--- config.mk ---
export PLATFORM = sky130hd
export DESIGN_NAME = apb_master
export DESIGN_NICKNAME = d
export VERILOG_FILES = /design/src/rtl/apb_pkg.sv /design/src/rtl/apb_master.sv
export SDC_FILE = /design/constraint.sdc
export NUM_CORES = 1
export LEC_CHECK = 0
export CORE_MARGIN = 1.5
export CORE_UTILIZATION = 30
export DETAILED_ROUTE_END_ITERATION = 7
export GPL_ROUTABILITY_DRIVEN = 1
export PLACE_DENSITY = 0.68
export SYNTH_ARGS = -nofsm -noshare
export SYNTH_HDL_FRONTEND = slang
export SYNTH_SLANG_ARGS = --single-unit
export TNS_END_PERCENT = 100
--- constraint.sdc ---
create_clock -name pclk -period 3 [get_ports pclk]
set_clock_uncertainty 0.15 [all_clocks]
set_input_delay 0.45 -clock pclk [delete_from_list [all_inputs] [get_ports pclk]]
set_output_delay 0.45 -clock pclk [all_outputs]
set_load 0.05 [all_outputs]
--- src/rtl/apb_pkg.sv ---
// Shared types for the APB4 requester: FSM states and command/response records.
package apb_pkg;

   localparam int unsigned APB_DATA_W = 32;
   localparam int unsigned APB_STRB_W = APB_DATA_W / 8;

   localparam logic [2:0] APB_PROT_DEFAULT = 3'b000;

   typedef enum logic [1:0] {
      IDLE,
      SETUP,
      ACCESS,
      RESP
   } apb_state_e;

   // Address is held separately because its width is set per instance.
   typedef struct packed {
      logic                  write;
      logic [APB_DATA_W-1:0] wdata;
      logic [APB_STRB_W-1:0] strb;
      logic [2:0]            prot;
   } apb_cmd_t;

   typedef struct packed {
      logic [APB_DATA_W-1:0] rdata;
      logic                  err;
      logic                  timeout;
   } apb_rsp_t;

endpackage

--- src/rtl/apb_master.sv ---
// APB4 requester: one transfer at a time from a valid/ready command port,
// with an optional pready timeout so a hung slave cannot stall the requester.
module apb_master
   import apb_pkg::*;
#(
   parameter int unsigned ADDR_WIDTH     = 32,
   parameter int unsigned DATA_WIDTH     = 32,
   parameter int unsigned TIMEOUT_CYCLES = 255
) (
   input  logic                    pclk,
   input  logic                    presetn,
   input  logic                    cmd_valid,
   output logic                    cmd_ready,
   input  logic [ADDR_WIDTH-1:0]   cmd_addr,
   input  logic                    cmd_write,
   input  logic [DATA_WIDTH-1:0]   cmd_wdata,
   input  logic [DATA_WIDTH/8-1:0] cmd_strb,
   input  logic [2:0]              cmd_prot,
   output logic                    rsp_valid,
   input  logic                    rsp_ready,
   output logic [DATA_WIDTH-1:0]   rsp_rdata,
   output logic                    rsp_err,
   output logic                    rsp_timeout,
   output logic [ADDR_WIDTH-1:0]   paddr,
   output logic [2:0]              pprot,
   output logic                    psel,
   output logic                    penable,
   output logic                    pwrite,
   output logic [DATA_WIDTH-1:0]   pwdata,
   output logic [DATA_WIDTH/8-1:0] pstrb,
   input  logic [DATA_WIDTH-1:0]   prdata,
   input  logic                    pready,
   input  logic                    pslverr
);

   localparam int unsigned CNT_W =
      (TIMEOUT_CYCLES > 0) ? (($clog2(TIMEOUT_CYCLES + 1) > 0) ? $clog2(TIMEOUT_CYCLES + 1) : 1) : 1;
   localparam bit             TIMEOUT_EN = (TIMEOUT_CYCLES != 0);
   localparam logic [CNT_W-1:0] CNT_LAST =
      (TIMEOUT_CYCLES == 0) ? '0 : CNT_W'(TIMEOUT_CYCLES - 1);

   apb_state_e            state_q;
   apb_cmd_t              cmd_q;
   apb_rsp_t              rsp_q;
   logic [ADDR_WIDTH-1:0] paddr_q;
   logic [CNT_W-1:0]      cnt_q;
   logic                  cmd_ready_q;
   logic                  psel_q;
   logic                  penable_q;
   logic                  rsp_valid_q;

   always_ff @(posedge pclk or negedge presetn) begin
      if (!presetn) begin
         state_q     <= IDLE;
         cmd_q       <= '{write: 1'b0, wdata: '0, strb: '0, prot: APB_PROT_DEFAULT};
         rsp_q       <= '0;
         paddr_q     <= '0;
         cnt_q       <= '0;
         cmd_ready_q <= 1'b0;
         psel_q      <= 1'b0;
         penable_q   <= 1'b0;
         rsp_valid_q <= 1'b0;
      end else begin
         unique case (state_q)
            IDLE: begin
               cmd_ready_q <= 1'b1;
               if (cmd_valid && cmd_ready_q) begin
                  paddr_q     <= cmd_addr;
                  cmd_q.write <= cmd_write;
                  cmd_q.wdata <= APB_DATA_W'(cmd_wdata);
                  cmd_q.strb  <= cmd_write ? APB_STRB_W'(cmd_strb) : '0;
                  cmd_q.prot  <= cmd_prot;
                  cmd_ready_q <= 1'b0;
                  psel_q      <= 1'b1;
                  state_q     <= SETUP;
               end
            end
            SETUP: begin
               penable_q <= 1'b1;
               state_q   <= ACCESS;
            end
            ACCESS: begin
               // pready takes priority over a timeout firing in the same cycle.
               if (pready) begin
                  rsp_q.rdata   <= cmd_q.write ? '0 : APB_DATA_W'(prdata);
                  rsp_q.err     <= pslverr;
                  rsp_q.timeout <= 1'b0;
                  psel_q        <= 1'b0;
                  penable_q     <= 1'b0;
                  rsp_valid_q   <= 1'b1;
                  cnt_q         <= '0;
                  state_q       <= RESP;
               end else if (TIMEOUT_EN && (cnt_q == CNT_LAST)) begin
                  rsp_q.rdata   <= '0;
                  rsp_q.err     <= 1'b1;
                  rsp_q.timeout <= 1'b1;
                  psel_q        <= 1'b0;
                  penable_q     <= 1'b0;
                  rsp_valid_q   <= 1'b1;
                  cnt_q         <= '0;
                  state_q       <= RESP;
               end else begin
                  cnt_q <= cnt_q + 1'b1;
               end
            end
            RESP: begin
               if (rsp_ready) begin
                  rsp_valid_q <= 1'b0;
                  cmd_ready_q <= 1'b1;
                  state_q     <= IDLE;
               end
            end
            default: state_q <= IDLE;
         endcase
      end
   end

   assign cmd_ready   = cmd_ready_q;
   assign rsp_valid   = rsp_valid_q;
   assign rsp_rdata   = DATA_WIDTH'(rsp_q.rdata);
   assign rsp_err     = rsp_q.err;
   assign rsp_timeout = rsp_q.timeout;
   assign paddr       = paddr_q;
   assign pprot       = cmd_q.prot;
   assign psel        = psel_q;
   assign penable     = penable_q;
   assign pwrite      = cmd_q.write;
   assign pwdata      = DATA_WIDTH'(cmd_q.wdata);
   assign pstrb       = (DATA_WIDTH/8)'(cmd_q.strb);

endmodule

### Word level (Yosys, flattened, before mapping)

Cells that the tools add are included.

* flip-flop bits (word level): 120
* input bits: 110
* output and inout port bits: 110
* logic and storage cells: 59

* add/sub/neg operators: 1
* eq/ne operators: 7
* muxes and demuxes: 23
* reductions and logical operators: 14

Operator list (number)
* 34-bit two-way mux: 2
* 32-bit two-way mux: 1
* 8-bit two-way mux: 2
* 2-bit nonzero test: 5
* 3-bit AND reduction: 3
* 8-bit by 1-bit adder with 8-bit output (second input constant): 1
* 8-bit == test (second input constant): 1
* 1-bit two-way mux: 8
* 2-bit two-way mux: 4
* 1-bit case mux with 2 select lines: 4
* 2-bit case mux with 4 select lines: 1
* 2-bit AND reduction: 4
* 2-bit == test (second input constant): 2
* 4-bit two-way mux: 1
* 2-bit inequality test (second input constant): 2
* 3-bit inequality test (second input constant): 1
* 2-bit by 1-bit == test with 1-bit output (second input constant): 1
* 2-bit logical NOT: 1
* 1-bit logical AND: 1

### Depth between registers and ports, before layout

Gate-level depths: netlist (run 1).

* depth in word-level cells: 4
* gate-level depth with buffers: 7
* gate-level depth less buffers: 6

### Worst setup path before layout (run 1)

OpenSTA, ideal clock, no wires.

* kind: flip-flop to flip-flop
* start point: register cmd_ready_q (netlist: cmd_ready)
* end point: register paddr_q[14] (netlist: paddr[14])
* library setup time: 0.125 ns
* arrival time: 1.577 ns
* required time: 2.725 ns
* path slack: 1.148 ns
* stages on the path, launching flop included: 5
* buffers on the path: 2
* clock period less this slack: 1.852 ns
* path through: dfrtp_1 > nand3_1 > buf_2 > buf_2 > mux2_2

* word-level cells in the longest chain between the ends: 2

RTL lines
* from (decl): RTL line apb_master.sv:47 `logic cmd_ready_q;`
* from (signal assigned): RTL line apb_master.sv:59 `cmd_ready_q <= 1'b0;`
* from (signal assigned): RTL line apb_master.sv:66 `cmd_ready_q <= 1'b1;`
* from (signal assigned): RTL line apb_master.sv:73 `cmd_ready_q <= 1'b0;`
* 1-bit logical AND: RTL line apb_master.sv:67 `if (cmd_valid && cmd_ready_q) begin`
* 2-bit AND reduction (no line)
* to (signal assigned): RTL line apb_master.sv:68 `paddr_q <= cmd_addr;`
* to (decl): RTL line apb_master.sv:45 `logic [ADDR_WIDTH-1:0] paddr_q;`

No other way between the ends.
A chain may end at the register's enable or synchronous reset.

### Worst setup path after layout (run 1)

* start point: register cmd_ready_q (netlist: cmd_ready)
* end point: output port cmd_ready

RTL lines
* to (decl): RTL line apb_master.sv:13 `output logic cmd_ready,`

No word-level cell between the ends.

==> results of run 1 <==
[cell usage after synthesis]
cell type  count
and3_1         1
o32a_1         1
and4_4         1
xnor2_1        1
nor3_1         2
a41oi_4        1
o22a_1         2
o21ai_1        1
nand2_1       14
o311ai_1       1
a31oi_1        1
nor2b_1        1
or2_2          1
inv_1          5
nand3_1        6
o2bb2ai_1      1
o21ai_0        6
nor2_1         9
o41ai_1        1
o31ai_1        1
a22o_1        33
xor2_1         3
nand4_1        2
o21bai_2       1
a21oi_2        1
a21boi_0       1
nor2_2         1
ha_1           6
nand2_2        1
mux2_4         1
mux2_1        15
a21oi_1        4
nand4_2        1
dfrtp_1      120
mux2_2        53
buf_6          4
buf_2         12
[cell type report]
| cell class | instances | area share, % |
|---|---|---|
| repair buffers | 225 | 29.4 |
| multi-input cells | 175 | 20.5 |
| inverters | 5 | 0.245 |
| well taps | 188 | 3.07 |
| flip-flops and latches | 120 | 39.2 |
| clock buffers | 20 | 5.97 |
| clock inverters | 12 | 1.63 |
[registers in the layout, indices dropped and copies added (netlist names)]
register,flops
psel,1
pstrb,4
pwrite,1
pprot,3
rsp_timeout,1
cnt_q,8
pwdata,32
rsp_rdata,32
paddr,32
state_q,2
rsp_valid,1
penable,1
cmd_ready,1
rsp_err,1
[final timing paths]
check,endpoint
max,cmd_ready
min,pstrb[3]
max reg2reg,rsp_rdata[23]
min reg2reg,pstrb[3]
max in group asynchronous,rsp_rdata[11]
min in group asynchronous,paddr[13]
[kinds of logic after synthesis]
kind of cell	Yosys count
flip-flops	120
multiplexers	69
AO/OA/AOI/OAI	56
AND/OR/NAND/NOR	40
buffers and inverters	21
adder cells (fa/ha/maj)	6
XOR/XNOR	4
[cell usage in the layout, fill, tap and decap left out, types with 2 or more instances in the layout]
| cell | instances |
|---|---|
| mux2_2 | 53 |
| clkinv_2 | 5 |
| a21oi_1 | 4 |
| nor3_1 | 2 |
| nand2_1 | 14 |
| o22a_1 | 2 |
| clkbuf_16 | 17 |
| dfrtp_1 | 120 |
| ha_1 | 6 |
| nand3_1 | 5 |
| xor2_1 | 3 |
| clkdlybuf4s50_1 | 218 |
| buf_4 | 5 |
| mux2_1 | 15 |
| nand4_1 | 2 |
| clkinvlp_4 | 3 |
| o21ai_0 | 6 |
| nor2_1 | 8 |
| bufinv_16 | 2 |
| a22o_1 | 33 |
| nor2_2 | 2 |
| clkbuf_8 | 2 |
| inv_1 | 5 |
[layer usage]
metal  track usage, %  part of all wire (%)
met3             5.59                   7.0
met4             5.35                   1.5
met2             25.8                    51
met5                0                     0
met1             17.9                    41
[per-stage QoR]
stage | cells | cell area (sq um) | util (%) | hold slack [ns]
detailed placement | 712 | 7060 | 46.5 | 0.307
global route | 745 | 7650 | 50.4 | 0.355
floorplan | 316 | 4680 | - | 0.00441
global placement | 712 | 7060 | 46.5 | 0.294
finish | 745 | 7650 | 50.4 | 0.331
CTS | 745 | 7650 | 50.4 | 0.335
[power by group]
part	switching, mW	leakage [nW]	internal, mW	total (mW)
Clock	0.715	0.282	1.26	1.98
Combinational	3.34	1.52	1.96	5.30
Sequential	0.430	1.47	2.35	2.78
==> results.yml, run 1 <==
run:
  cap_viol_max_count: 0
synthesis:
  synth-seq-area-share_pct: 64.2
  synth_top_family_by_area: "multiplexers"
  ys_top_cells_by_area: "dfrtp_1, mux2_2, a22o_1"
  synthCells: 316
  syn-num-nets: 432
  synthXorXnorAreaFrac_pct: 0.749
  ys_ff_latch: 120
  synth_compound_area_share_pct: 9.98
  synth_cell_types: 37
  synth-simple-area-share_pct: 4.15
  synth_area_sq_um: 4680
  ys_warn_count: 0
  synth_mux_area_share_pct: 16.7
  synth_top_cell_by_area: "dfrtp_1"
  synth_top_area_share_pct: 64.2
  synth-adder-area-share_pct: 1.60
  syn_area_per_cell_sq_um: 14.8
die:
  die_area_sq_um: 16400
  dieWidth_um: 128
  coreArea_sq_um: 15200
  pin_count: 220
  initial_core_util_pct: 30.8
  die_h_um: 128
  num_rows: 45
power_and_ir_drop:
  power_density_nw_per_um2: 1310
  power_mw: 10.1
  peakVddDrop_v: 0.000539
  leakage_nw: 3.27
timing:
  report.final.setup_viol: 0
  report.final.slew_viol_count: 0
  worst_slack_ns: 0.699
  fin_crit_sh_pct: 76.7
  period_minus_slack_ns: 2.30
  setup-tns-final_ns: 0
  hold_violations: 0
  rsz0062_at_grt: "false"
  relSlewSlack_pct: 58.1
  tightest_slew_ns: 0.626
  max_freq_mhz: 435
setup_path:
  cpPeakStageDelay_ns: 0.86
  worstSetupStartpoint: "cmd_ready"
  cp_slowest_cell: "clkdlybuf4s50_1"
  cpLargestDelayFamily: "buffers and inverters"
  path_buf_inv: 1
  r2r_slack_ns: 0.85
  reg2reg_depth: 6
  cp_num_cells: 1
  critPathMaxFanout: 5
  cp.arrival_ns: 1.70
  crit_chain: "clkdlybuf4s50_1"
  reg2reg_from: "cnt_q[0]"
  crit_path_start_kind: "flip-flop"
  critPathRequiredTime_ns: 2.40
  crit_type: "flip-flop to output pin"
  endpoint_kind: "output pin"
route:
  finalWirelength_um: 12100
  vias: 3465
  drtIter0Drc: 147
  via_per_inst: 4.65
  dr.pass1.iters: 4
  wl_per_cell_um: 16.2
  postRouteAntennaNets: 0
  drc: 0
cts:
  clkSinkCount: 120
  cts_root_buf: "clkbuf_16"
  h-tree-depth: 4
  ctsResizeCount: 0
  clkTransAtPathRegs_ns: 0.05
  post_cts_buffers: 0
  hold_buffers: 1
  cts_buffer_depth: 2
  worstSkewPairLatency_ns: 0.40
  numCtsBuffers: 17
  cts_tree: "yes"
global_routing:
  antenna_found_initial: 0
  grt_start_max_net_pins: 52
  overflow: 0
  grtUsageTotal_pct: 15.3
  first_global_vias: 3680
  grt_pass1_wl_um: 19300
placed_design:
  pre_cts_ws_ns: 0.598
  io_buffers: 219
  hpwl_um: 8630
  place_congestion: 0.770
layout:
  antenna_cells: 0
  ff_latch_area_sq_um: 3000
  drive_gt1_share_pct: 18.1
  multi_input_area_sq_um: 1570
  area_growth_syn_to_layout_pct: 63.6
  fillers: 1305
  nets: 660
min_path:
  hold_class: "flip-flop to flip-flop"
  hold_path_depth: 2
  hp-start: "pstrb[3]"
run_status:
  outcome: "complete, no violations"
No activity file was read; power rests on OpenSTA's default activity.
==> inputs of run 2 (changes only) <==
--- a/config.mk
+++ b/config.mk
@@ -9,7 +9,7 @@
 export CORE_UTILIZATION = 30
 export DETAILED_ROUTE_END_ITERATION = 7
 export GPL_ROUTABILITY_DRIVEN = 1
-export PLACE_DENSITY = 0.68
+export PLACE_DENSITY = 0.7
 export SYNTH_ARGS = -nofsm -noshare
 export SYNTH_HDL_FRONTEND = slang
 export SYNTH_SLANG_ARGS = --single-unit
==> constraint.sdc (replaced) <==
create_clock -name pclk -period 2 [get_ports pclk]
set_clock_uncertainty 0.15 [all_clocks]
set_input_delay 0.3 -clock pclk [delete_from_list [all_inputs] [get_ports pclk]]
set_output_delay 0.3 -clock pclk [all_outputs]
set_load 0.05 [all_outputs]
==> run 2 against run 1 <==
Wire length fell by 1.0%. Critical path depth grew 5. Design area shrank 0.83%. Sequential power rose by 48%. Sequential share of layout area increased by 0.33 points. First-iteration DRC count shrank 19%. Register-to-register slack worse by 0.75 ns.
==> results.yml, run 2 (same netlist as run 1, synthesis figures left out) <==
timing:
  tightest_slew_ns: 0.637
  period_minus_slack_ns: 1.90
  max_freq_mhz: 527
  worst_slack_ns: 0.101
  hold_violations: 0
  report.final.slew_viol_count: 0
  relSlewSlack_pct: 57.6
  fin_crit_sh_pct: 95.0
  report.final.setup_viol: 0
  rsz0062_at_grt: "false"
  setup-tns-final_ns: 0
die:
  num_rows: 45
  die_area_sq_um: 16400
  dieWidth_um: 128
  coreArea_sq_um: 15200
  die_h_um: 128
  initial_core_util_pct: 30.8
  pin_count: 220
run:
  cap_viol_max_count: 0
route:
  drc: 0
  drtIter0Drc: 119
  vias: 3453
  dr.pass1.iters: 4
  wl_per_cell_um: 15.9
  postRouteAntennaNets: 0
  finalWirelength_um: 12000
  via_per_inst: 4.59
setup_path:
  reg2reg_from: "state_q[1]"
  crit_type: "flip-flop to flip-flop"
  reg2reg_depth: 6
  r2r_slack_ns: 0.10
  cpLargestDelayFamily: "flip-flops"
  critPathRequiredTime_ns: 2.14
  r2r-end: "state_q[1]"
  path_buf_inv: 1
  crit_chain: "inv_1 > ha_2 > a21boi_0 > or2_2 > a21oi_2 > mux2_4"
  endpoint_kind: "flip-flop"
  cpPeakStageDelay_ns: 0.40
  crit_path_start_kind: "flip-flop"
  cp_slowest_cell: "dfrtp_1"
  critPathMaxFanout: 4
  cp.arrival_ns: 2.04
placed_design:
  place_inst: 719
  hpwl_um: 8660
  io_buffers: 219
  place_congestion: 0.824
  placed_area_sq_um: 7110
  pre_cts_ws_ns: -0.0261
cts:
  clkTransAtPathRegs_ns: 0.05
  h-tree-depth: 4
  worstSkewPairLatency_ns: 0.40
  cts_buffer_depth: 2
  cts_tree: "yes"
  cts_root_buf: "clkbuf_16"
  post_cts_buffers: 0
  numCtsBuffers: 17
  clkSinkCount: 120
layout:
  stdcell_area_sq_um: 7590
  antenna_cells: 0
  layout_commonest_cell: "dfrtp_1"
  drive_gt1_share_pct: 23.4
  instances_no_fill: 752
  most-common-layout-cells: "dfrtp_1, clkdlybuf4s50_1, dlygate4sd2_1, mux2_2, a22o_1"
  nets: 667
  area_growth_syn_to_layout_pct: 62.3
min_path:
  hp-start: "cmd_strb[1]"
  hold_class: "input pin to flip-flop"
  hold_path_depth: 3
  hold_path_end: "pstrb[1]"
global_routing:
  grt_start_max_net_pins: 121
  antenna_found_initial: 0
  first_global_vias: 3659
  grtUsageTotal_pct: 15.0
  overflow: 0
  grt_pass1_wl_um: 19100
power_and_ir_drop:
  power_density_nw_per_um2: 1910
  peakVddDrop_v: 0.000923
  leakage_nw: 3.53
  power_mw: 14.5
run_status:
  outcome: "complete, no violations"
-- run 2: changes by cell type in the layout (fill, tap and decap cells not counted), moves of 3 or more --
cell             before  now
dlygate4sd2_1         0   87
clkinv_2              5    2
buf_12                1    5
clkdlybuf4s50_1     218  108
buf_4                 5   31
-- run 2: through the flow --
| step | utilization (%) | hold slack (ns) |
|---|---|---|
| 6_report | 49.9 | 0.324 |
| 5_1_grt | 49.9 | 0.325 |
| 4_1_cts | 49.9 | 0.306 |
| 3_5_place_dp | 46.8 | 0.309 |
| 3_3_place_gp | 46.8 | 0.291 |
| 2_1_floorplan | - | -0.146 |
-- run 2: area by class of cell --
cell class | count | area, sq um
fill | 1338 | 7610
sequential | 120 | 3000
timing repair buffer | 232 | 2190
multi-input combinational | 175 | 1570
clock buffer | 22 | 484
tap | 188 | 235
clock inverter | 10 | 95.1
inverter | 5 | 18.8
-- run 2: how the worst max path moves through the flow --
| stage | startpoint | to | depth (start not counted) |
|---|---|---|---|
| floorplan | cmd_ready | paddr[14] | 4 |
| global placement | cmd_valid | state_q[1] | 5 |
| detailed placement | cmd_valid | state_q[1] | 5 |
| CTS | state_q[0] | state_q[1] | 6 |
| global route | state_q[0] | state_q[1] | 6 |
| finish | state_q[1] | state_q[1] | 6 |
-- run 2: timing repair --
action	4_1_cts	5_1_grt
setup endpoints to repair	87	1
hold endpoints to repair	120	0
hold buffers	1	0
gates resized for setup	87	1
-- run 2: worst reg2reg max path, stage by stage, from the launching register on --
cell      delay [ns]
dfrtp_1         0.40
inv_1           0.09
ha_2            0.22
a21boi_0        0.14
or2_2           0.32
a21oi_2         0.16
mux2_4          0.31
-- run 2: power by group --
| part | switching (mW) | internal (mW) |
|---|---|---|
| combinational | 5.06 | 2.42 |
| sequential | 0.598 | 3.53 |
| clock | 1.07 | 1.84 |
-- run 2: per-layer routing --
layer / part of all wire, % / vias to the layer above / global-route usage (%)
met3: 7.4 / 10 / 5.80
met2: 50 / 122 / 25.4
met5: 0 / - / 0
li1: - / 1617 / -
met1: 41 / 1704 / 17.7
met4: 1.3 / 0 / 4.76
